$ cat src/rtl/serial_adder_ctrl.sv
// -----------------------------------------------------------------------------
// serial_adder_ctrl
//
// Bit-serial WIDTH-bit adder with a start/done handshake. One sum bit is
// produced per clock. Computes a + b + cin and presents the sum, the unsigned
// carry-out and the two's-complement overflow flag. The result outputs hold
// their value until the next operation completes. Intended to feed a
// downstream enable register directly: done -> en, sum -> d.
//
// Parameters
//   WIDTH     operand/sum width in bits (>= 2)
//
// Ports
//   clk       in   1      clock, rising edge
//   reset     in   1      asynchronous, active-high; clears all state/outputs
//   start     in   1      operation request; only sampled while idle
//   a         in   WIDTH  operand A, captured when start is accepted
//   b         in   WIDTH  operand B, captured when start is accepted
//   cin       in   1      carry-in, captured when start is accepted
//   busy      out  1      high while bits are being shifted through
//   done      out  1      single-cycle completion pulse
//   sum       out  WIDTH  registered result
//   cout      out  1      carry out of the MSB
//   overflow  out  1      carry into MSB xor carry out of MSB
// -----------------------------------------------------------------------------
module serial_adder_ctrl #(
   parameter int unsigned WIDTH = 4
) (
   input  logic             clk,
   input  logic             reset,
   input  logic             start,
   input  logic [WIDTH-1:0] a,
   input  logic [WIDTH-1:0] b,
   input  logic             cin,
   output logic             busy,
   output logic             done,
   output logic [WIDTH-1:0] sum,
   output logic             cout,
   output logic             overflow
);

   localparam int unsigned     CntW    = $clog2(WIDTH) + 1;
   localparam logic [CntW-1:0] LastCnt = CntW'(WIDTH - 1);

   typedef enum logic [1:0] {
      StIdle,
      StShift,
      StDone
   } state_e;

   state_e state_q, state_d;

   logic [WIDTH-1:0] a_sh_q, a_sh_d;
   logic [WIDTH-1:0] b_sh_q, b_sh_d;
   logic [WIDTH-1:0] psum_q, psum_d;
   logic [CntW-1:0]  cnt_q, cnt_d;
   logic             carry_q, carry_d;
   logic [WIDTH-1:0] sum_q, sum_d;
   logic             cout_q, cout_d;
   logic             ovf_q, ovf_d;

   logic sum_bit;
   logic carry_nxt;
   logic c_msb_in;
   logic last_step;

   // Single full-adder slice working on the LSBs of the operand shifters.
   always_comb begin
      sum_bit   = a_sh_q[0] ^ b_sh_q[0] ^ carry_q;
      carry_nxt = (a_sh_q[0] & b_sh_q[0]) | (carry_q & (a_sh_q[0] ^ b_sh_q[0]));
      // On the final step carry_q is exactly the carry into the MSB.
      c_msb_in  = carry_q;
      last_step = (cnt_q == LastCnt);
   end

   // Next-state and datapath.
   always_comb begin
      state_d = state_q;
      a_sh_d  = a_sh_q;
      b_sh_d  = b_sh_q;
      psum_d  = psum_q;
      cnt_d   = cnt_q;
      carry_d = carry_q;
      sum_d   = sum_q;
      cout_d  = cout_q;
      ovf_d   = ovf_q;

      unique case (state_q)
         StIdle: begin
            if (start) begin
               a_sh_d  = a;
               b_sh_d  = b;
               carry_d = cin;
               psum_d  = '0;
               cnt_d   = '0;
               state_d = StShift;
            end
         end

         StShift: begin
            // New sum bit enters at the MSB; after WIDTH steps bit 0 sits at the LSB.
            psum_d  = WIDTH'({sum_bit, psum_q} >> 1);
            a_sh_d  = a_sh_q >> 1;
            b_sh_d  = b_sh_q >> 1;
            carry_d = carry_nxt;
            cnt_d   = cnt_q + CntW'(1);
            if (last_step) begin
               sum_d   = psum_d;
               cout_d  = carry_nxt;
               ovf_d   = c_msb_in ^ carry_nxt;
               state_d = StDone;
            end
         end

         StDone: begin
            // start is deliberately not looked at here; it is not queued.
            state_d = StIdle;
         end

         default: begin
            state_d = StIdle;
         end
      endcase
   end

   always_ff @(posedge clk or posedge reset) begin
      if (reset) begin
         state_q <= StIdle;
         a_sh_q  <= '0;
         b_sh_q  <= '0;
         psum_q  <= '0;
         cnt_q   <= '0;
         carry_q <= 1'b0;
         sum_q   <= '0;
         cout_q  <= 1'b0;
         ovf_q   <= 1'b0;
      end else begin
         state_q <= state_d;
         a_sh_q  <= a_sh_d;
         b_sh_q  <= b_sh_d;
         psum_q  <= psum_d;
         cnt_q   <= cnt_d;
         carry_q <= carry_d;
         sum_q   <= sum_d;
         cout_q  <= cout_d;
         ovf_q   <= ovf_d;
      end
   end

   // Handshake outputs decode from state only, so they can never overlap.
   always_comb begin
      busy     = (state_q == StShift);
      done     = (state_q == StDone);
      sum      = sum_q;
      cout     = cout_q;
      overflow = ovf_q;
   end

endmodule

$ cat config.mk
export PLATFORM = sky130hd
export DESIGN_NAME = serial_adder_ctrl
export DESIGN_NICKNAME = d
export VERILOG_FILES = /design/src/rtl/serial_adder_ctrl.sv
export SDC_FILE = /design/constraint.sdc
export NUM_CORES = 1
export LEC_CHECK = 0
export BUFFER_PORTS_ARGS = -buffer_cell sky130_fd_sc_hd__buf_2
export CORE_MARGIN = 2
export CORE_UTILIZATION = 55
export DETAILED_ROUTE_END_ITERATION = 10
export PLACE_DENSITY = 0.79
export SYNTH_ARGS = -nofsm -noshare
export SYNTH_HDL_FRONTEND = slang
export SYNTH_SLANG_ARGS = --single-unit
$ cat constraint.sdc
create_clock -name clk -period 2.6 [get_ports clk]
set_input_delay 0.52 -clock clk [delete_from_list [all_inputs] [get_ports clk]]
set_output_delay 0.52 -clock clk [all_outputs]
set_load 0.05 [all_outputs]
==> results_dict.tcl, run 1 <==
set metrics [dict create \
    p_per_area_nw_per_um2 1364 \
    design_area_um2 1180 \
    finClkSkew_ns 0.002792 \
    syn-cell-area_um2 1062 \
    hp-class "primary input to async pin" \
    slew_headroom 0.4663 \
    clock-sinks 23 \
    max_freq_mhz 451.9 \
    n_fill_cell 158 \
    routed_via_density 5.462 \
    numCtsBuffers 3 \
    multi_input_area_um2 429.2 \
    seq_area_um2 575.6 \
    setup_violations 0 \
    antenna_found_initial 0 \
    max-cap-violations 0 \
    layout_common_cells "dfrtp_1, buf_2, inv_1, o21ai_0" \
    postSynthCellCount 86 \
    port_buffers 19 \
    initial_core_util 0.6021 \
    worstReg2RegStart "state_q[0]" \
    wire_per_inst_um 14.44 \
    cts_setup_buffers 0 \
    die_area_um2 2299 \
    route.detailed.drc 0 \
    cp.required_ns 2.08 \
    synth_top_family_by_area "compound AO/OA/AOI/OAI gates" \
    cp_max_fo 16 \
    yosys.area_share.simple 0.1425 \
    grtUsageTotal 0.1942 \
    clkTransAtPathRegs_ns 0.12 \
    cp.arrival_ns 1.69 \
    hpwlAfterDp_mm 1.472 \
    clock_path_buffers 2 \
    cts_resized 0 \
    pin_count 20 \
    ys_ff_latch 23 \
    synthMuxAreaShare 0.05300 \
    grt.overflow.total 0 \
    die_y_um 47.95 \
    dpl.cell_count 126 \
    postPlaceCellArea_um2 1154 \
    finalSetupTns_ns 0 \
    p_clk_frac 0.100 \
    combPwrFrac 0.487 \
    hold_ws_ns 0.3411 \
    synth_compound_area_frac 0.1578 \
    p_int_mw 0.9022 \
    pwr-share-seq 0.413 \
    routed_wl_mm 1.877 \
    power.total_mw 1.610 \
    critPathKind "flip-flop to output pin" \
    place_congestion 0.7865 \
    firstDrtPassIters 4 \
    synthAdderAreaFrac 0.04240 \
    reg2reg_slack_ns 1.13 \
    ys_warn_count 0 \
    dr_total_vias 710 \
    dieWidth_um 47.95 \
    mostFrequentLayoutCell "dfrtp_1" \
    hold_viol 0 \
    coreArea_um2 1764 \
    drv_slew 0 \
    ys_types 27 \
    h-tree-depth 1 \
    cts_tree "built" \
    grt_pass1_wl_mm 3.022 \
    grt_max_degree 24 \
    status "completed" \
    start_kind "flip-flop" \
    synthXorXnorAreaFrac 0.008245 \
    post_route_cells_drive_above_1_share 0.3429 \
    ff2ff_path_depth 2 \
    diodes 0 \
    r2r-end "a_sh_q[1]" \
    nets 121 \
    ant_nets 0 \
    fin_crit_sh 0.8512 \
    stdcell_count 130 \
    ctsRootBufferMaster "clkbuf_4" \
    cts-hold-fix-buffers 0 \
    syn-num-nets 101 \
    final.min_clock_period_ns 2.213 \
    drt-initial-drc-count 10 \
    synth.avg_cell_area_um2 12.35 \
    worst_skew_pair.late_latency_ns 0.31 \
    ys_seq_area_frac 0.5418 \
    grt_pass1_vias 664 \
    p_switching_mw 0.7075 \
    irDropWorstVdd_mv 0.7297 \
    syn_to_final_growth_pct 11.07 \
    p_leak_nw 0.5663 \
    row_count 15 \
    end_kind "output pin" \
    p_sw_frac 0.4395 \
    rsz0062_at_grt "no" \
    worst_slew_pin_slew_ns 0.7996 \
]
how the worst max path moves through the flow:
stage | startpoint | end | slack [ns] | cells after the start
floorplan | state_q[0] | done | 0.77 | 3
global placement | state_q[0] | busy | 0.79 | 3
detailed placement | state_q[0] | busy | 0.75 | 3
CTS | state_q[0] | busy | 0.40 | 3
global route | state_q[0] | busy | 0.25 | 3
finish | state_q[0] | busy | 0.39 | 3
worst max-delay path: stages, from the launching register on:
cell and delay [ns]:
dfrtp_1 0.72, nand2b_2 0.17, inv_1 0.19, buf_2 0.30
power by group through the flow:
stage                     Combinational, mW  Sequential, mW  Clock (mW)
after floorplan                       0.534           0.764           0
after global placement                0.764           0.660           0
after detailed placement              0.789           0.674           0
after CTS                             0.790           0.665       0.164
after global routing                  0.850           0.692       0.178
final                                 0.784           0.665       0.161
state kept, by name, indices dropped and copies added, names as in the netlist:
signal    count
cout          1
psum_q        3
state_q       2
b_sh_q        4
cnt_q         3
a_sh_q        4
c_msb_in      1
sum           4
overflow      1
layer usage:
| layer | part of all wire | global-route usage | up-vias |
|---|---|---|---|
| li1 | - | - | 346 |
| met1 | 0.49 | 0.2718 | 349 |
| met2 | 0.46 | 0.3040 | 11 |
| met3 | 0.026 | 0.02642 | 4 |
| met4 | 0.027 | 0.08108 | 0 |
| met5 | 0 | 0 | - |
synth_stat cells:
master	n	area [µm²]
a21oi_1	4	20.02
a221oi_1	2	17.52
a22o_1	4	35.03
a22oi_1	1	7.510
buf_2	1	5.000
buf_4	1	7.510
buf_6	2	22.52
dfrtp_1	23	575.6
fa_1	1	20.02
ha_1	2	25.02
inv_1	6	22.52
mux2_2	5	56.30
nand2_1	5	18.77
nand2b_2	1	8.760
nand3b_1	2	15.01
nand3b_4	1	20.02
nor2_2	3	18.77
nor2b_1	4	25.02
nor3b_1	3	22.52
nor3b_2	1	12.51
nor4bb_1	1	10.01
o21ai_0	6	30.03
o21bai_2	1	11.26
o221a_2	2	22.52
o22a_1	2	17.52
o22ai_1	1	6.260
xnor2_1	1	8.760
cells by family after synthesis:
family	after synthesis
compound gates	23
xor+xnor	1
fa+ha+maj	3
buf+inv	10
flops	23
mux	5
simple gates	21
layout make-up:
type	count	area share
clock buffers	4	0.02227
inverters	6	0.01909
multi-input cells	53	0.3637
flip-flops and latches	23	0.4878
well taps	25	0.02651
repair buffers	19	0.08059
per-stage QoR:
stage	worst slack [ns]	utilization
floorplan	0.7681	-
global placement	0.7936	0.6539
detailed placement	0.7451	0.6539
CTS	0.3955	0.6688
global route	0.2457	0.6688
finish	0.3870	0.6688
Note: power is estimated with default switching activity, not from simulation.
==> run 2: changes to the inputs <==
--- a/config.mk
+++ b/config.mk
@@ -9,7 +9,7 @@
 export CORE_MARGIN = 2
 export CORE_UTILIZATION = 55
 export DETAILED_ROUTE_END_ITERATION = 10
-export PLACE_DENSITY = 0.79
+export PLACE_DENSITY = 0.78
 export SYNTH_ARGS = -nofsm -noshare
 export SYNTH_HDL_FRONTEND = slang
 export SYNTH_SLANG_ARGS = --single-unit
==> results_dict.tcl, run 2 (same netlist as run 1, synthesis figures left out) <==
set metrics [dict create \
    grt_pass1_vias 656 \
    dieWidth_um 47.95 \
    antenna_found_initial 0 \
    routed_wl_mm 1.927 \
    nets 121 \
    finalSetupTns_ns 0 \
    grtUsageTotal 0.2045 \
    p_clk_frac 0.099 \
    drv_slew 0 \
    multi_input_area_um2 429.2 \
    dp_slack_ns 0.7410 \
    grt_max_degree 24 \
    crit_chain "nand2b_2, inv_1, buf_2" \
    cts_setup_buffers 0 \
    seq_area_um2 575.6 \
    design_area_um2 1180 \
    hold_viol 0 \
    layout_common_cells "dfrtp_1, buf_2, inv_1, o21ai_0" \
    end_kind "output pin" \
    cts_resized 0 \
    setup_violations 0 \
    wire_per_inst_um 14.82 \
    critPathKind "flip-flop to output pin" \
    p_per_area_nw_per_um2 1360 \
    coreArea_um2 1764 \
    clkTransAtPathRegs_ns 0.12 \
    slowest_stage "dfrtp_1" \
    ctsRootBufferMaster "clkbuf_4" \
    pwr-share-seq 0.416 \
    cp.arrival_ns 1.70 \
    start_kind "flip-flop" \
    clock-sinks 23 \
    pin_count 20 \
    ant_nets 0 \
    hp-class "primary input to async pin" \
    worst_skew_pair.late_latency_ns 0.30 \
    initial_core_util 0.6021 \
    row_count 15 \
    postPlaceCellArea_um2 1154 \
    slew_headroom 0.4592 \
    syn_to_final_growth_pct 11.07 \
    route.detailed.drc 0 \
    die_area_um2 2299 \
    p_sw_frac 0.4405 \
    post_route_cells_drive_above_1_share 0.3429 \
    worstReg2RegStart "state_q[0]" \
    p_int_mw 0.8980 \
    status "completed" \
    p_leak_nw 0.5663 \
    final.setup.worst_slack_ns 0.3818 \
    grt_pass1_wl_mm 3.132 \
    dr_total_vias 714 \
    max_freq_mhz 450.8 \
    p_switching_mw 0.7069 \
    n_fill_cell 156 \
    crit_start "state_q[0]" \
    hpwlAfterDp_mm 1.425 \
    diodes 0 \
    place_congestion 0.7765 \
    h-tree-depth 1 \
    final.min_clock_period_ns 2.218 \
    die_y_um 47.95 \
    numCtsBuffers 3 \
    port_buffers 19 \
    finClkSkew_ns 0.002828 \
    firstDrtPassIters 4 \
    rsz0062_at_grt "no" \
    grt.overflow.total 0 \
    irDropWorstVdd_mv 0.7704 \
    max_stage_delay_ns 0.74 \
    clock_path_buffers 2 \
    cts_tree "built" \
    routed_via_density 5.492 \
    fin_crit_sh 0.8531 \
    max-cap-violations 0 \
    drt-initial-drc-count 24 \
    cts-hold-fix-buffers 0 \
    cp.required_ns 2.08 \
    worst_slew_pin_slew_ns 0.8104 \
    cp_max_fo 16 \
    combPwrFrac 0.485 \
    mostFrequentLayoutCell "dfrtp_1" \
]
-- run 2: cell counts in the layout (fill, tap and decap cells not counted) --
Identical to the previous run, type by type.
-- run 2: per-layer routing --
layer | GRT usage | wire [µm]
met4 | 0.06486 | 12
met3 | 0.03396 | 44
met5 | 0 | 0
met2 | 0.3013 | 954
met1 | 0.3077 | 915
-- run 2: final cells by class --
type	instances	area share
flip-flops and latches	23	0.4878
multi-input cells	53	0.3637
repair buffers	19	0.08059
well taps	25	0.02651
clock buffers	4	0.02227
inverters	6	0.01909
-- run 2: final timing paths --
path / endpoint / slack, ns / cells past startpoint
max reg2reg: b_sh_q[1] / 1.08 / 2
min: a_sh_q[2] / 0.35 / 2
max: busy / 0.38 / 3
max in group asynchronous: psum_q[3] / 1.75 / 2
min reg2reg: psum_q[1] / 0.51 / 1
min in group clk: b_sh_q[3] / 0.46 / 3
-- run 2: per-stage QoR --
stage	hold slack (ns)	utilization	cells	power [mW]
floorplan	0.4622	-	86	1.298
global placement	0.4687	0.6539	126	1.424
detailed placement	0.4824	0.6539	126	1.457
CTS	0.3818	0.6688	130	1.614
global route	0.4336	0.6688	130	1.713
finish	0.3549	0.6688	130	1.605
-- run 2: critical path: cells and delay by family (launching register included) --
kind	cells	cell delay, ns
and+or+nand+nor	1	0.17
DFF	1	0.74
buffers and inverters	2	0.49
-- run 2: power by group through the flow --
stage | Combinational (mW) | Sequential [mW] | Clock (mW)
2_1_floorplan | 0.534 | 0.764 | 0
3_3_place_gp | 0.764 | 0.659 | 0
3_5_place_dp | 0.785 | 0.672 | 0
4_1_cts | 0.788 | 0.664 | 0.161
5_1_grt | 0.849 | 0.689 | 0.175
6_report | 0.778 | 0.668 | 0.158
==> run 3: changes to the inputs <==
--- a/config.mk
+++ b/config.mk
@@ -6,8 +6,9 @@
 export NUM_CORES = 1
 export LEC_CHECK = 0
 export BUFFER_PORTS_ARGS = -buffer_cell sky130_fd_sc_hd__buf_2
-export CORE_MARGIN = 2
+export CORE_MARGIN = 1
 export CORE_UTILIZATION = 55
+export CTS_CLUSTER_SIZE = 14
 export DETAILED_ROUTE_END_ITERATION = 10
 export PLACE_DENSITY = 0.78
 export SYNTH_ARGS = -nofsm -noshare
==> results_dict.tcl, run 3 (same netlist as run 1, synthesis figures left out) <==
set metrics [dict create \
    pwr-share-seq 0.413 \
    die_y_um 45.95 \
    grtUsageTotal 0.2280 \
    clkTransAtPathRegs_ns 0.12 \
    drv_slew 0 \
    ant_nets 0 \
    ff2ff_path_depth 2 \
    antenna_found_initial 0 \
    finClkSkew_ns 0.001040 \
    hp-class "primary input to async pin" \
    final.min_clock_period_ns 2.259 \
    route.detailed.drc 0 \
    start_kind "flip-flop" \
    cp.required_ns 2.08 \
    cts_resized 0 \
    mostFrequentLayoutCell "dfrtp_1" \
    initial_core_util 0.6021 \
    fin_crit_sh 0.8689 \
    p_switching_mw 0.7153 \
    cp.arrival_ns 1.74 \
    r2r-end "b_sh_q[1]" \
    numCtsBuffers 3 \
    syn_to_final_growth_pct 11.19 \
    reg2reg_slack_ns 1.13 \
    status "completed" \
    hold_ws_ns 0.3341 \
    dieWidth_um 45.95 \
    p_clk_frac 0.103 \
    row_count 15 \
    max_stage_delay_ns 0.74 \
    post_route_cells_drive_above_1_share 0.3524 \
    end_kind "output pin" \
    grt_pass1_wl_mm 3.208 \
    nets 121 \
    die_area_um2 2111 \
    cp.buffers_inverters 2 \
    diodes 0 \
    p_leak_nw 0.5691 \
    worstReg2RegStart "state_q[0]" \
    cts_tree "built" \
    clock-sinks 23 \
    place_congestion 0.7700 \
    irDropWorstVdd_mv 0.7357 \
    dr_total_vias 695 \
    cts_setup_buffers 0 \
    p_sw_frac 0.4433 \
    postPlaceCellArea_um2 1154 \
    routed_wl_mm 1.933 \
    wire_per_inst_um 14.87 \
    drt-initial-drc-count 17 \
    h-tree-depth 1 \
    combPwrFrac 0.484 \
    design_area_um2 1181 \
    finalSetupTns_ns 0 \
    pin_count 20 \
    max_freq_mhz 442.7 \
    grt.overflow.total 0 \
    critPathKind "flip-flop to output pin" \
    grt_max_degree 24 \
    slew_headroom 0.4603 \
    cp_max_fo 16 \
    critPathTopFamily "flip-flops" \
    setup_violations 0 \
    routed_via_density 5.346 \
    hpwlAfterDp_mm 1.415 \
    ctsRootBufferMaster "clkbuf_4" \
    cts-hold-fix-buffers 0 \
    slowest_stage "dfrtp_1" \
    firstDrtPassIters 4 \
    hold_viol 0 \
    clock_path_buffers 2 \
    final_util 0.6695 \
    power.total_mw 1.613 \
    p_int_mw 0.8982 \
    coreArea_um2 1764 \
    max-cap-violations 0 \
    crit_chain "nand2b_2, inv_1, buf_2" \
    worst_slew_pin_slew_ns 0.8087 \
    grt_pass1_vias 666 \
    port_buffers 19 \
    p_per_area_nw_per_um2 1366 \
    layout_common_cells "dfrtp_1, buf_2, inv_1, o21ai_0" \
    worst_skew_pair.late_latency_ns 0.32 \
    rsz0062_at_grt "no" \
]
==> run 3: cell count changes in the layout (fill, tap and decap cells not counted) <==
| cell | delta |
|---|---|
| clkbuf_1 | -1 |
| clkinv_2 | +1 |
==> run 3: power by group through the flow <==
stage          Sequential, mW  Clock [mW]  Combinational [mW]
3_3_place_gp            0.660           0               0.763
6_report                0.667       0.166               0.781
5_1_grt                 0.687       0.179               0.847
2_1_floorplan           0.764           0               0.534
3_5_place_dp            0.673           0               0.785
4_1_cts                 0.665       0.171               0.787
==> run 3: metrics by stage <==
| step | worst slack, ns | cells |
|---|---|---|
| after floorplan | 0.7681 | 86 |
| after global placement | 0.7881 | 126 |
| after detailed placement | 0.7058 | 126 |
| after CTS | 0.3478 | 130 |
| after global routing | 0.2346 | 130 |
| final | 0.3409 | 130 |
==> run 3: layer usage <==
layer	global-route usage	vias up	share of wire
li1	-	347	-
met1	0.3256	331	0.49
met2	0.3183	13	0.45
met3	0.03571	4	0.026
met4	0.1471	0	0.028
met5	0	-	0
==> run 3: worst reg2reg max path, cell delays in order, from the launching register on <==
cell,delay (ns)
dfrtp_1,0.74
o21bai_2,0.27
a221oi_1,0.36
==> run 3: worst max-delay path by stage <==
stage                     from  endpoint  slack (ns)  cells after the start
global placement    state_q[0]      busy        0.79                      3
finish              state_q[0]      busy        0.34                      3
CTS                 state_q[0]      busy        0.35                      3
floorplan           state_q[0]      done        0.77                      3
global route        state_q[0]      busy        0.23                      3
detailed placement  state_q[0]      busy        0.71                      3
==> run 3: final cells by class <==
cell class              instances  area (µm²)
well taps                      25       31.28
fillers                       145       583.1
inverters                       6       22.52
multi-input cells              53       429.2
flip-flops and latches         23       575.6
clock inverters                 1       5.005
repair buffers                 19       95.09
clock buffers                   3       22.52
